--- src/rtl/crc_code_decoder_pkg.sv ---
// ----------------------------------------------------------------------------
// crc_code_decoder_pkg
//
// Purpose : Shared constants and types for the CRC-4 codeword checker and any
//           matching encoder. Holds the generator polynomial, the field
//           widths of a codeword, the checker FSM state type and a small
//           saturating-increment helper for the error counter.
//
// Contents:
//   CRC_POLY   - generator x^4 + x + 1, x^4 term implicit (4'b0011)
//   DATA_W     - data bits per codeword (8)
//   CHK_W      - check bits per codeword (4)
//   ADDR_W     - width of the address tag travelling with a codeword (4)
//   CODE_W     - full codeword width, data above check bits (12)
//   CNT_W      - width of the shift counter that walks the data bits (3)
//   ERRCNT_W   - width of the saturating error counter (8)
//   state_e    - IDLE / SHIFT / CHECK
//   satInc()   - increment that sticks at all-ones
// ----------------------------------------------------------------------------
package crc_code_decoder_pkg;

    localparam logic [3:0] CRC_POLY = 4'b0011;

    localparam int DATA_W   = 8;
    localparam int CHK_W    = 4;
    localparam int ADDR_W   = 4;
    localparam int CODE_W   = DATA_W + CHK_W;
    localparam int CNT_W    = 3;
    localparam int ERRCNT_W = 8;

    typedef enum logic [1:0] {
        IDLE  = 2'd0,
        SHIFT = 2'd1,
        CHECK = 2'd2
    } state_e;

    // Counter increment that stops at the top value instead of wrapping,
    // so a long burst of bad words never makes the count look small again.
    function automatic logic [ERRCNT_W-1:0] satInc(input logic [ERRCNT_W-1:0] value);
        logic [ERRCNT_W-1:0] result;
        if (value == {ERRCNT_W{1'b1}}) begin
            result = value;
        end else begin
            result = value + {{(ERRCNT_W-1){1'b0}}, 1'b1};
        end
        return result;
    endfunction

endpackage

--- src/rtl/crc_code_decoder_lfsr.sv ---
// ----------------------------------------------------------------------------
// crc4_lfsr_step
//
// Purpose : One combinational step of the serial CRC-4 remainder register.
//           The register holds the running remainder of the data polynomial
//           divided by x^4 + x + 1. Each step shifts the remainder up by one
//           position, brings the next data bit (MSB first) in at bit 0, and
//           folds the generator back in when the old top bit falls off.
//           Kept as its own module so an encoder can reuse the exact same
//           step.
//
// Ports   :
//   state_i [3:0] - current remainder
//   bit_i         - next data bit, most significant first
//   next_o  [3:0] - remainder after absorbing bit_i
// ----------------------------------------------------------------------------
module crc4_lfsr_step
    import crc_code_decoder_pkg::*;
(
    input  logic [CHK_W-1:0] state_i,
    input  logic             bit_i,
    output logic [CHK_W-1:0] next_o
);

    // Shift-and-reduce: {old[2:0], in} XOR (old[3] ? poly : 0). With the
    // polynomial 4'b0011 this expands to
    //   next[3] = old[2], next[2] = old[1],
    //   next[1] = old[3] ^ old[0], next[0] = old[3] ^ in.
    always_comb begin
        next_o = {state_i[CHK_W-2:0], bit_i} ^ (state_i[CHK_W-1] ? CRC_POLY : '0);
    end

endmodule

--- src/rtl/crc_code_decoder.sv ---
// ----------------------------------------------------------------------------
// crc_code_decoder
//
// Purpose : Checks a 12-bit codeword (8 data bits over 4 CRC-4 check bits)
//           against the generator x^4 + x + 1. The data bits are run through
//           a serial remainder register, one bit per clock, and the result is
//           compared with the received check bits. Detection only: the data
//           is passed through unchanged, never corrected. One codeword is
//           processed every 10 cycles, and a new start is accepted in the same
//           cycle the previous result is flagged valid.
//
// Ports   :
//   clk            - rising-edge clock
//   rst            - synchronous, active-high reset
//   code_in  [11:0]- received codeword, [11:4] data, [3:0] check bits
//   addr_in  [3:0] - address tag captured alongside the codeword
//   start          - begin a check; only looked at while ready is high
//   ready          - high only when idle and able to take a start
//   valid          - one-cycle pulse when new results appear
//   data_out [7:0] - captured data bits of the last checked word
//   addr_out [3:0] - captured address tag of the last checked word
//   syndrome [3:0] - recomputed check XOR received check bits
//   error          - syndrome is non-zero
//   err_cnt  [7:0] - saturating count of words that failed the check
//
// Timing  : start sampled at edge E0 -> eight remainder steps at E1..E8 ->
//           results registered at E9 -> valid high during the cycle after E9.
// ----------------------------------------------------------------------------
module crc_code_decoder
    import crc_code_decoder_pkg::*;
(
    input  logic                clk,
    input  logic                rst,
    input  logic [CODE_W-1:0]   code_in,
    input  logic [ADDR_W-1:0]   addr_in,
    input  logic                start,
    output logic                ready,
    output logic                valid,
    output logic [DATA_W-1:0]   data_out,
    output logic [ADDR_W-1:0]   addr_out,
    output logic [CHK_W-1:0]    syndrome,
    output logic                error,
    output logic [ERRCNT_W-1:0] err_cnt
);

    // Control and working registers.
    state_e              state_q,   state_d;
    logic [CHK_W-1:0]    lfsr_q,    lfsr_d;
    logic [CNT_W-1:0]    cnt_q,     cnt_d;
    logic [CODE_W-1:0]   code_q,    code_d;
    logic [ADDR_W-1:0]   addr_q,    addr_d;

    // Result registers, held between valid pulses.
    logic [DATA_W-1:0]   dataOut_q, dataOut_d;
    logic [ADDR_W-1:0]   addrOut_q, addrOut_d;
    logic [CHK_W-1:0]    syn_q,     syn_d;
    logic                err_q,     err_d;
    logic [ERRCNT_W-1:0] errCnt_q,  errCnt_d;
    logic                valid_q,   valid_d;

    // Combinational helpers.
    logic [DATA_W-1:0]   capturedData;
    logic [CHK_W-1:0]    capturedCheck;
    logic [CNT_W-1:0]    bitIdx;
    logic                shiftBit;
    logic [CHK_W-1:0]    lfsrStep;
    logic [CHK_W-1:0]    checkSyn;

    // Split the held codeword into its data and check fields, and pick the
    // data bit for this step. The counter runs 0..7, so data bit 7 (the x^7
    // coefficient) goes in first and bit 0 last. The captured codeword is
    // never shifted, so it stays exactly as received for the whole check.
    always_comb begin
        capturedData  = code_q[CODE_W-1:CHK_W];
        capturedCheck = code_q[CHK_W-1:0];
        bitIdx        = CNT_W'(DATA_W - 1) - cnt_q;
        shiftBit      = capturedData[bitIdx];
        checkSyn      = lfsr_q ^ capturedCheck;
    end

    crc4_lfsr_step uStep (
        .state_i (lfsr_q),
        .bit_i   (shiftBit),
        .next_o  (lfsrStep)
    );

    // State register and all datapath registers. Reset wins over everything,
    // so a reset mid-check drops the word without a valid pulse and without
    // touching the error count beyond clearing it.
    always_ff @(posedge clk) begin
        if (rst) begin
            state_q   <= IDLE;
            lfsr_q    <= '0;
            cnt_q     <= '0;
            code_q    <= '0;
            addr_q    <= '0;
            dataOut_q <= '0;
            addrOut_q <= '0;
            syn_q     <= '0;
            err_q     <= 1'b0;
            errCnt_q  <= '0;
            valid_q   <= 1'b0;
        end else begin
            state_q   <= state_d;
            lfsr_q    <= lfsr_d;
            cnt_q     <= cnt_d;
            code_q    <= code_d;
            addr_q    <= addr_d;
            dataOut_q <= dataOut_d;
            addrOut_q <= addrOut_d;
            syn_q     <= syn_d;
            err_q     <= err_d;
            errCnt_q  <= errCnt_d;
            valid_q   <= valid_d;
        end
    end

    // Next-state and datapath update. Everything holds by default and valid
    // defaults low, so it is only ever a single-cycle pulse following CHECK.
    // IDLE captures a new word on start; SHIFT absorbs one data bit per cycle
    // and leaves after the eighth; CHECK publishes the results and returns to
    // IDLE, which is what lets the next start land in the valid cycle.
    always_comb begin
        state_d   = state_q;
        lfsr_d    = lfsr_q;
        cnt_d     = cnt_q;
        code_d    = code_q;
        addr_d    = addr_q;
        dataOut_d = dataOut_q;
        addrOut_d = addrOut_q;
        syn_d     = syn_q;
        err_d     = err_q;
        errCnt_d  = errCnt_q;
        valid_d   = 1'b0;

        case (state_q)
            IDLE: begin
                if (start) begin
                    code_d  = code_in;
                    addr_d  = addr_in;
                    lfsr_d  = '0;
                    cnt_d   = '0;
                    state_d = SHIFT;
                end
            end

            SHIFT: begin
                lfsr_d = lfsrStep;
                cnt_d  = cnt_q + CNT_W'(1);
                if (cnt_q == CNT_W'(DATA_W - 1)) begin
                    state_d = CHECK;
                end
            end

            CHECK: begin
                syn_d     = checkSyn;
                err_d     = |checkSyn;
                dataOut_d = capturedData;
                addrOut_d = addr_q;
                valid_d   = 1'b1;
                if (|checkSyn) begin
                    errCnt_d = satInc(errCnt_q);
                end
                state_d = IDLE;
            end

            default: begin
                state_d = IDLE;
            end
        endcase
    end

    // Drive the ports straight from registers; ready follows the state.
    always_comb begin
        ready    = (state_q == IDLE);
        valid    = valid_q;
        data_out = dataOut_q;
        addr_out = addrOut_q;
        syndrome = syn_q;
        error    = err_q;
        err_cnt  = errCnt_q;
    end

endmodule

--- config.mk ---
export PLATFORM = sky130hd
export DESIGN_NAME = crc_code_decoder
export DESIGN_NICKNAME = d
export VERILOG_FILES = /design/src/rtl/crc_code_decoder_pkg.sv /design/src/rtl/crc_code_decoder_lfsr.sv /design/src/rtl/crc_code_decoder.sv
export SDC_FILE = /design/constraint.sdc
export NUM_CORES = 1
export LEC_CHECK = 0
export ABC_AREA = 1
export CELL_PAD_IN_SITES_DETAIL_PLACEMENT = 1
export CELL_PAD_IN_SITES_GLOBAL_PLACEMENT = 1
export CORE_MARGIN = 2
export CORE_UTILIZATION = 25
export CTS_CLUSTER_SIZE = 24
export DETAILED_ROUTE_END_ITERATION = 12
export HOLD_SLACK_MARGIN = 0.05
export PLACE_DENSITY = 0.59
export RECOVER_POWER = 100
export SLEW_MARGIN = 20
export SYNTH_ARGS = -nofsm -noshare
export SYNTH_HDL_FRONTEND = slang
export SYNTH_SLANG_ARGS = --single-unit
export TNS_END_PERCENT = 5
--- constraint.sdc ---
create_clock -name clk -period 1.89 [get_ports clk]
set_clock_uncertainty 0.15 [all_clocks]
set_input_delay 0.189 -clock clk [delete_from_list [all_inputs] [get_ports clk]]
set_output_delay 0.189 -clock clk [all_outputs]
set_load 0.02 [all_outputs]
**Word level (Yosys, flattened, before mapping)**

Cells that the tools add are included.
W data, S select, Z words.

- Multiplexer cells: 11
- Equality and inequality tests: 6
- Reduce and logical (&&, ||, !) cells: 7
- Order comparisons: 1
- Bitwise logic cells: 3
- $add $sub $neg: 3

Operators with widths:

| kind | count |
|---|---|
| $add A8 B1 Y8 const B | 1 |
| $eq A8 B8 Y1 const B | 1 |
| $pmux W4 S2 | 1 |
| $xor A4 B4 Y4 | 2 |
| $mux W2 | 3 |
| $pmux W3 S2 | 1 |
| $reduce_and A2 Y1 | 3 |
| $lt A3 B4 Y1 const B | 1 |
| $mux W4 | 1 |
| $ne A2 B2 Y1 const B | 2 |
| $pmux W2 S2 | 1 |
| $reduce_or A4 Y1 | 1 |
| $add A3 B1 Y3 const B | 1 |
| $bmux W1 S3 | 1 |
| $eq A3 B3 Y1 const B | 1 |
| $mux W3 | 1 |
| $reduce_and A3 Y1 | 1 |
| $sub A3 B3 Y3 const A | 1 |
| $eq A2 B1 Y1 const B | 1 |
| $eq A2 B2 Y1 const B | 1 |
| $logic_not A2 Y1 | 1 |
| $mux W1 | 2 |
| $reduce_bool A2 Y1 | 1 |
| $not A1 Y1 | 1 |

- Register bits: 51
- Bits of input ports: 19
- Output and inout bits: 27
- Logic and storage cells: 42

**Logic depth before layout (Yosys ltp)**

- Depth after elaboration: 5
- Gate-level depth with buffers: 9
- Gate-level depth less buffers: 9

**By module**

Synthesis repeated with hierarchy kept, for this count alone.

- Cell total of the unflattened synthesis: 317
- Area, all modules: 2248.4 um^2

Modules (own cells, without submodules):

| module | times used | area each (um^2) | seq. area each (um^2) | cells an instance |
|---|---|---|---|---|
| crc_code_decoder | 1 | 2199.6 | 1021.0 | 306 |
| crc4_lfsr_step | 1 | 48.8 | 0.0 | 11 |

**Least setup slack after synthesis**

OpenSTA, ideal clock, no wires.

- Path kind: register -> register
- Start: reg errCnt_q[0], in the netlist err_cnt[0]
- End: reg errCnt_q[7], in the netlist err_cnt[7]
- Cell stages (with the launch flop): 10
- Buffers on the path: 0
- Data required time: 1673 ps
- Setup slack: 273 ps
- Arrival time: 1400 ps
- Clock period less this slack: 1617 ps
- Setup time: 67 ps
- Path through: dfxtp_1 ha_1 nand2_1 inv_1 nand2_2 nor2_4 nor2_4 nand2_4 nand2_1 a21oi_2

- Word-level cells in the longest chain between the ends: 3
- Elaborated cells on any way between the ends: 4
- Classes of those cells: add/sub (1); eq/ne (1); bitwise (1); reduce/logical (1)

Ends and longest elaborated chain:

| element | RTL line | source |
|---|---|---|
| start, declared | crc_code_decoder.sv:58 | `logic [ERRCNT_W-1:0] errCnt_q, errCnt_d;` |
| start signal, assigned | crc_code_decoder.sv:113 | `errCnt_q <= errCnt_d;` |
| branches (longest 3 deep; another with $add A8 B1 Y8) | - |  |

Several ways; the timed one is not identified.
A chain may end at the register's enable or synchronous reset.

**Worst setup path after layout**

- Start: reg errCnt_q[4], in the netlist err_cnt[4]
- End: out err_cnt[4]

RTL lines:

| element | RTL line | source |
|---|---|---|
| end, declared | crc_code_decoder.sv:43 | `output logic [ERRCNT_W-1:0] err_cnt` |

No word-level cell between the ends.

==> reports/results.ini <==
[timing]
setup_repair_after_global_routing_missed_its_margin = no
slew_headroom_pct = 32.7
max_slew.worst_pin.slew_ns = 1.01
final-max-slew-violation-count = 0
setup_total_negative_slack_ns = 0
period_needed_ns = 1.77
hold_viol = 0
share_of_the_cycle_needed_by_the_critical_path_after_routing_pct = 93.4
finalSetupViolCount = 0
timing.fmax_ghz = 0.566

[clock_network]
cts_buffers = 5
cts_hold_buf = 0
clock_sinks = 51
clock_latency_ns = 0.30
cts_tree = yes
cts.clk_slew.worst_paths_ns = 0.09
htree_levels = 2
cts.root.buffer_cell = clkbuf_8
max-clock-path-buffers = 2

[grt]
grt_pass1_vias = 1785
gr-usage-all-layers_pct = 12.4
global_route_wire_length_before_repair_microns = 8730
grt_remaining_overflow = 0
initial_antenna_violation_count = 0
grt_start_max_net_pins = 33

[drt]
detail_route.drc_violations = 0
detail_route.vias_per_cell = 4.46
drt_first_pass_iters = 4
ant_nets = 0
wl_microns = 5130
routed-via-count = 1828
first_iter_violations = 48
route.detailed.wl_per_inst_microns = 12.5

[layout]
multi_input_comb_area_sq_um = 965
sequential_cell_area_sq_um = 1020
most_frequent_cells_in_the_layout = dfxtp_1 (51), nand2_1 (37), a21oi_1 (35)
area_delta_synth_final_pct = 29.9
n_antenna_cell = 0
layout.filler_cells = 987
mostFrequentLayoutCell = dfxtp_1
final_instance_area_sq_um = 2750
final_net_count = 327
drive_above_1_share_pct = 8.52

[worst_setup_path]
crit_path_cell_trace = dlygate4sd3_1
crit_path_start_kind = register
critical_path_class = reg2out
rrSetupSlack_ns = 0.23
timing.critical_path.max_delay_family = buffers and inverters
cp_slowest_stage_delay_ns = 0.70
timing.critical_path.fanout_max = 5
critical-path-slowest-cell = dlygate4sd3_1
worst_setup_path_end_kind = output port
worstPathArrival_ns = 1.43
timing.critical_path.buf_inv = 1
timing.critical_path.required_ns = 1.55

[power]
comb_power_share_pct = 10.9
total_power_consumption_mw = 1.98
total_leakage_power_nw = 1.10
powerDensity_nw_per_um2 = 722
worst_ir_drop_vdd_mv = 0.364
seq_power_share_pct = 57.1
p_int_mw = 1.49
power.share.switching_pct = 25.0
switchingPower_mw = 0.496
power_frac_clock_pct = 32.0

[yosys]
synth.net_count = 281
synth_edf_count = 0
postSynthRegisterBits = 51
synth.top_cells.by_area = dfxtp_1 (48%), a21oi_1 (8.3%), o21ai_0 (7.8%), nand2_1 (6.2%), nor2_1 (5.1%)
ys_warn_count = 0
avgSynthCellArea_sq_um = 8.17
mappedNetlistArea_sq_um = 2120
syn-instance-count = 259
postSynth.asyncResetShare_pct = 0
synthFlopType = dfxtp_1
synth_sequential_area_ratio_pct = 48.3
area_fraction_of_the_dominant_cell_type_after_synthesis_pct = 48.3
synth_cell_types = 25
synth_top_cell_by_area = dfxtp_1

[die]
start_util_pct = 25.7
chipHeight_microns = 96.0
top_level_ports = 46
fp-row-count = 33
dieArea_sq_um = 9220
core_area_sq_um = 8220
fp.dieW_microns = 96.0

[place]
placement.cell_area_sq_um = 2680
port-buffer-count = 45
gp_congestion = 0.708
hpwlAfterDp_microns = 3700

[status]
outcome = finished clean

[hold_path]
min_path_type = reg2reg

[run]
maxCapViolations = 0

[Yosys cell counts (3+ instances only)]
| cell type | number |
|---|---|
| a21oi_1 | 35 |
| buf_2 | 6 |
| clkbuf_1 | 3 |
| dfxtp_1 | 51 |
| ha_1 | 3 |
| inv_1 | 19 |
| nand2_1 | 35 |
| nand2_2 | 4 |
| nand3_1 | 16 |
| nor2_1 | 29 |
| nor2_4 | 4 |
| o21ai_0 | 33 |
| xnor2_2 | 4 |
| xor2_1 | 3 |
[final timing paths]
path,from,endpoint,depth (start not counted)
hold / removal,error,error,2
hold reg to reg,error,error,2
setup / recovery,err_cnt[4],err_cnt[4],1
setup reg to reg,err_cnt[0],err_cnt[7],9
[power by group through the flow]
stage | Combinational, mW | Clock, mW | Sequential, mW
global route | 0.247 | 0.719 | 1.14
floorplan | 0.148 | 0 | 1.15
global placement | 0.228 | 0 | 1.16
detailed placement | 0.231 | 0 | 1.16
CTS | 0.232 | 0.672 | 1.13
finish | 0.217 | 0.635 | 1.13
[metal layers]
metal | vias up | global-route usage (%) | part of all wire (%)
li1 | 940 | - | -
met1 | 854 | 16.4 | 49
met2 | 29 | 19.8 | 46
met3 | 5 | 2.35 | 3.1
met4 | 0 | 4.64 | 1.7
met5 | - | 0 | 0
[registers in the layout (all words and copies together) (netlist names)]
signal / flops
code_q: 12
data_out: 8
err_cnt: 8
addr_out: 4
addr_q: 4
lfsr_q: 4
syndrome: 4
cnt_q: 3
state_q: 2
error: 1
valid: 1
[stage by stage]
step	setup slack (ns)	instances	util (%)	hold WS, ns
final	0.124	410	33.4	0.322
after global routing	0.0404	410	33.4	0.357
after CTS	0.0318	410	33.7	0.336
after detailed placement	0.274	403	32.6	0.315
after global placement	0.314	403	32.6	0.309
after floorplan	0.273	259	-	0.203
[worst register-to-register path, cell delays in order, from the launching register on]
cell and delay (ns):
dfxtp_1 0.35, ha_1 0.24, nand2_1 0.07, inv_1 0.06
nand2_2 0.09, nor2_4 0.05, nor2_4 0.22, nand2_4 0.13
nand2_1 0.09, a21oi_2 0.05
[cell type report]
type / instances / area share [%]
sequential: 51 / 37.2
inverter: 20 / 2.73
multi-input combinational: 178 / 35.1
timing repair buffer: 49 / 17.0
clock inverter: 1 / 0.182
clock buffer: 6 / 3.01
tap: 105 / 4.78
[kinds of logic after synthesis]
kind of cell | count (synthesis) | share of synthesized area (%)
simple gates | 95 | 21.6
compound gates | 71 | 17.5
flops | 51 | 48.3
buf+inv | 30 | 5.68
xor+xnor | 9 | 5.15
fa+ha+maj | 3 | 1.77
[what timing repair did]
item                                    CTS  global route
resized for setup                         0             1
setup buffers                             0             0
endpoints found under the setup margin    0             1
Note: power is estimated with default switching activity, not from simulation.
